`config.mk`:
```
export PLATFORM = sky130hd
export DESIGN_NAME = spi_ram_ctrl_flat
export DESIGN_NICKNAME = d
export VERILOG_FILES = /design/src/rtl/spi_ram_if.sv /design/src/rtl/spi_ram_ctrl.sv /design/src/flat_wrapper.sv
export SDC_FILE = /design/constraint.sdc
export NUM_CORES = 2
export LEC_CHECK = 0
export ABC_AREA = 1
export CAP_MARGIN = 20
export CORE_UTILIZATION = 55
export CTS_CLUSTER_DIAMETER = 80
export DETAILED_ROUTE_END_ITERATION = 10
export GPL_ROUTABILITY_DRIVEN = 0
export PLACE_DENSITY = 0.71
export RECOVER_POWER = 25
export SETUP_SLACK_MARGIN = 0.02
export SLEW_MARGIN = 20
export SYNTH_ARGS = -nofsm -noshare
export SYNTH_HDL_FRONTEND = slang
export SYNTH_SLANG_ARGS = --single-unit
```
`constraint.sdc`:
```
create_clock -name clk -period 4.2 [get_ports clk]
set_input_delay 0.84 -clock clk [delete_from_list [all_inputs] [get_ports clk]]
set_output_delay 0.84 -clock clk [all_outputs]
set_load 0.05 [all_outputs]
```
`src/rtl/spi_ram_if.sv`:
```
// Command/response bus between the SPI slave (master side) and spi_ram_ctrl (slave side).
interface spi_ram_if;
  logic [9:0] din;
  logic       rx_valid;
  logic [7:0] dout;
  logic       tx_valid;
  logic       cmd_err;

  modport master (output din, rx_valid, input dout, tx_valid, cmd_err);
  modport slave  (input din, rx_valid, output dout, tx_valid, cmd_err);
endinterface

```
`src/rtl/spi_ram_ctrl.sv`:
```
// Command-decoding single-port RAM behind the SPI slave.
// Optional macro ADDR_AUTOINC_EN: post-increment addresses and allow streaming reads in TX.
module spi_ram_ctrl #(
  parameter int ADDR_SIZE = 8,
  parameter int MEM_DEPTH = 2**ADDR_SIZE
) (
  input  logic      clk,
  input  logic      rst_n,
  spi_ram_if.slave  bus
);

  typedef enum logic [1:0] {IDLE, ARMED, TX} state_t;

  localparam logic [1:0] OP_WA = 2'b00;
  localparam logic [1:0] OP_WD = 2'b01;
  localparam logic [1:0] OP_RA = 2'b10;
  localparam logic [1:0] OP_RD = 2'b11;

  state_t                 state_q, state_d;
  logic [7:0]             mem [MEM_DEPTH];
  logic [ADDR_SIZE-1:0]   wr_addr, rd_addr;
  logic [7:0]             dout_q;
  logic                   err_q, err_d;
  logic                   wr_en, wa_ld, ra_ld, rd_load;
  logic [1:0]             op;
  logic [7:0]             payload;
  logic                   addr_ok;

  assign op      = bus.din[9:8];
  assign payload = bus.din[7:0];
  // Non-power-of-two depths leave holes in the address space; reject both those and stray high bits.
  assign addr_ok = (32'(payload) < MEM_DEPTH) && ((32'(payload) >> ADDR_SIZE) == 32'd0);

`ifdef ADDR_AUTOINC_EN
  function automatic logic [ADDR_SIZE-1:0] bump(input logic [ADDR_SIZE-1:0] a);
    return (32'(a) == MEM_DEPTH - 1) ? '0 : a + 1'b1;
  endfunction
`endif

  always_comb begin
    state_d = state_q;
    err_d   = 1'b0;
    wr_en   = 1'b0;
    wa_ld   = 1'b0;
    ra_ld   = 1'b0;
    rd_load = 1'b0;
    if (bus.rx_valid) begin
      unique case (op)
        OP_WA: begin
          if (!addr_ok) err_d = 1'b1;
          else begin
            wa_ld = 1'b1;
            if (state_q == TX) state_d = IDLE;
          end
        end
        OP_WD: begin
          wr_en = 1'b1;
          if (state_q == TX) state_d = IDLE;
        end
        OP_RA: begin
          if (!addr_ok) err_d = 1'b1;
          else begin
            ra_ld   = 1'b1;
            state_d = ARMED;
          end
        end
        OP_RD: begin
          case (state_q)
            ARMED: begin
              rd_load = 1'b1;
              state_d = TX;
            end
            TX: begin
`ifdef ADDR_AUTOINC_EN
              rd_load = 1'b1;
`else
              err_d   = 1'b1;
              state_d = IDLE;
`endif
            end
            default: err_d = 1'b1;
          endcase
        end
      endcase
    end
  end

  always_ff @(posedge clk) begin
    if (!rst_n) begin
      state_q <= IDLE;
      wr_addr <= '0;
      rd_addr <= '0;
      dout_q  <= '0;
      err_q   <= 1'b0;
    end else begin
      state_q <= state_d;
      err_q   <= err_d;
      if (wa_ld) wr_addr <= payload[ADDR_SIZE-1:0];
`ifdef ADDR_AUTOINC_EN
      else if (wr_en) wr_addr <= bump(wr_addr);
`endif
      if (ra_ld) rd_addr <= payload[ADDR_SIZE-1:0];
`ifdef ADDR_AUTOINC_EN
      else if (rd_load) rd_addr <= bump(rd_addr);
`endif
      if (rd_load) dout_q <= mem[rd_addr];
    end
  end

  // Storage is deliberately not reset.
  always_ff @(posedge clk) begin
    if (rst_n && wr_en) mem[wr_addr] <= payload;
  end

  assign bus.dout     = dout_q;
  assign bus.tx_valid = (state_q == TX);
  assign bus.cmd_err  = err_q;

endmodule

```
`src/flat_wrapper.sv`:
```
// flat-port wrapper written by rule: the top's interface ports become plain ports
module spi_ram_ctrl_flat 
#(
  parameter int ADDR_SIZE = 8,
  parameter int MEM_DEPTH = 2**ADDR_SIZE
)
  (clk, rst_n, bus_din, bus_rx_valid, bus_dout, bus_tx_valid, bus_cmd_err);
  spi_ram_if bus_i ();
  input  logic clk;
  input  logic rst_n;
  input wire logic [$bits(bus_i.din)-1:0] bus_din;
  input wire logic [$bits(bus_i.rx_valid)-1:0] bus_rx_valid;
  output wire logic [$bits(bus_i.dout)-1:0] bus_dout;
  output wire logic [$bits(bus_i.tx_valid)-1:0] bus_tx_valid;
  output wire logic [$bits(bus_i.cmd_err)-1:0] bus_cmd_err;
  assign bus_i.din = bus_din;
  assign bus_i.rx_valid = bus_rx_valid;
  assign bus_dout = bus_i.dout;
  assign bus_tx_valid = bus_i.tx_valid;
  assign bus_cmd_err = bus_i.cmd_err;
  spi_ram_ctrl #(.ADDR_SIZE(ADDR_SIZE), .MEM_DEPTH(MEM_DEPTH)) u_core (.clk(clk), .rst_n(rst_n), .bus(bus_i));
endmodule
```
==> metrics.csv <==
metric;value;unit
status;finished with violations;
violations;max-capacitance violations, max-slew violations;
area_growth;9.86;%
post-dp-hpwl;129000;µm
rows;143;
wl;222000;µm
synth_edf_count;2048;
worstSetupEndpointType;register;
finalCritPeriodShare;0.894;
top_layer_used;met5;
crit_chain;clkbuf_2 -> clkbuf_2 -> o21ai_0 -> a21oi_1;
critPathSlowestCell;clkbuf_2;
leakagePower;31.7;nW
drt_iter0_drc;7929;
met1Wirelength;84900;µm
clock-root-buffer;clkbuf_16;
hp-start;u_core.state_q[0];
cp.arrival;4.53;ns
cts_sinks;2075;
die-area;0.155;mm²
gr-usage-all-layers;0.287;
syn-cell-area;0.0842;mm²
ios;23;
critPathMaxStageDelay;1.57;ns
nNetsFinal;7015;
die_h;393;µm
critPathLaunchType;primary input;
ant_nets;0;
synth_fp_nets;7128;
hold_path_depth;2;
met3WireLength;25700;µm
ctsHoldBuffers;0;
r2r_slack;0.76;ns
slew_headroom;-1.28;
r2r_end;u_core.bus.dout[5];
period_needed;3.76;ns
drive_gt1_frac;0.0617;
via_per_inst;6.08;
r2r_cells;14;
critical_path_class;in -> reg;
core-area;0.152;mm²
drt-pass1-iter-count;7;
ys_async_sr_fraction;0;
hold_end;u_core.state_q[0];
yosys_most_used_dff;edfxtp_1;
post_cts_buffers;0;
slew_violations;1086;
synth_top_cell_area_share;0.731;
grt_pass1_wl;327000;µm
max_freq;266;MHz
initial_core_util;0.554;
tightest_slew;3.41;ns
htree_num_levels;4;
finalHoldWorstSlack;0.480;ns
cpLargestDelayFamily;buffers and inverters;
wl_per_cell;24.2;µm
cts_tree;yes;
finalHoldViolCount;0;
cap_violations;13;
irDropWorstVdd;0.416;mV
cts_resized;0;
fin_skew;0.0256;ns
path_common_cell;clkbuf_2;
yosys.area.top_type;edfxtp_1;
met2_length;101000;µm
layout_common_cells;2,120 x nand2_1, 2,048 x edfxtp_1, 2,027 x nand3_1;
first_global_vias;52900;
grt_max_degree;184;
grt-ovfl-total;0;
synthCells;7115;
yosysSeqAreaShare;0.737;
cts_buffer_depth;3;
synth_cell_types;21;
die_width;393;µm
insertion_delay;0.85;ns
clk_pin_slew;0.06;ns
crit_fanout;73;
num_vias;55900;
antenna_found_initial;7;
drc;0;
setup_viol;0;
yosysWarningCount;0;
reg2reg_from;u_core.rd_addr[0];
cts-buffers-inserted;197;
final_common_cell;nand2_1;
path_buf_inv;2;
io_buffers;22;
rsz0062_at_grt;no;
p_per_area;460;mW/mm²
setup_tns;0;ns
critPathRequiredTime;4.97;ns
synth.area.top_cells;edfxtp_1 73%, nand3_1 12%, nand2_1 9.5%;
avgSynthCellArea;11.8;µm²
ys_ff_latch;2075;
hold_path.class;reg -> reg;
-- worst register-to-register path: cells and delay by family, from the launching register on --
| family | cells | cell delay (ns) |
|---|---|---|
| flip-flops | 1 | 0.88 |
| buffers and inverters | 3 | 0.93 |
| AND/OR/NAND/NOR | 11 | 1.52 |
-- per-stage QoR --
stage / power, mW / cells / area (µm²) / util / setup slack (ns)
after floorplan: 24.6 / 7115 / 84200 / - / 1.46
after global placement: 25.7 / 8832 / 86400 / 0.569 / 0.383
after detailed placement: 25.7 / 8832 / 86400 / 0.569 / 0.353
after CTS: 42.6 / 9192 / 92600 / 0.610 / 0.624
after global routing: 43.6 / 9193 / 92400 / 0.609 / 0.323
final: 42.6 / 9194 / 92400 / 0.609 / 0.445
-- registers in the layout, indices dropped and copies added (netlist names) --
name	cells
u_core.rd_addr	8
u_core.bus.dout	8
u_core.state_q	2
u_core.mem	2048
u_core.bus.cmd_err	1
u_core.wr_addr	8
-- how the worst max path moves through the flow --
stage / start / endpoint / slack [ns] / cells past startpoint
2_1_floorplan: rst_n / u_core.mem[107][0] / 1.46 / 7
3_3_place_gp: bus_rx_valid / u_core.mem[121][2] / 0.38 / 7
3_5_place_dp: bus_rx_valid / u_core.mem[137][3] / 0.35 / 7
4_1_cts: u_core.state_q[1] / bus_tx_valid / 0.62 / 3
5_1_grt: bus_din[2] / u_core.mem[28][2] / 0.32 / 2
6_report: bus_din[7] / u_core.rd_addr[7] / 0.44 / 4
-- synthesized netlist by cell type, types with 2 or more instances --
cell / instances
a21oi_1: 17
buf_1: 39
buf_2: 272
buf_4: 36
buf_6: 14
clkbuf_1: 126
clkinv_1: 4
dfxtp_1: 27
edfxtp_1: 2048
inv_1: 49
nand2_1: 2126
nand3_1: 2027
nor2_1: 305
nor3_1: 2
o21ai_0: 17
-- layer usage --
| metal | vias to the layer above | global-route usage |
|---|---|---|
| met1 | 26800 | 0.397 |
| li1 | 25000 | - |
| met5 | - | 0 |
| met2 | 3513 | 0.441 |
| met4 | 6 | 0.131 |
| met3 | 586 | 0.0576 |
-- report_power, final --
| part | internal (mW) | switching [mW] |
|---|---|---|
| Clock | 9.60 | 7.64 |
| Sequential | 22.8 | 0.0344 |
| Combinational | 0.589 | 1.92 |
-- logic make-up (layout without fill, tap and decap cells) --
family          count (synthesis)  in the layout  share of synthesized area
compound gates                 35             35                    0.00211
buf+inv                       543            591                     0.0313
flops                        2075           2075                      0.737
other cells                     0              1                          0
simple gates                 4462           4462                      0.229
-- area by class of cell --
type	instances	area [µm²]
diodes	1	2.50
inverters	55	240
repair buffers	176	1900
clock buffers	257	5230
fillers	11400	59500
well taps	2030	2540
clock inverters	103	983
multi-input cells	4497	19500
flip-flops and latches	2075	62100
No activity file was read; power rests on OpenSTA's default activity.
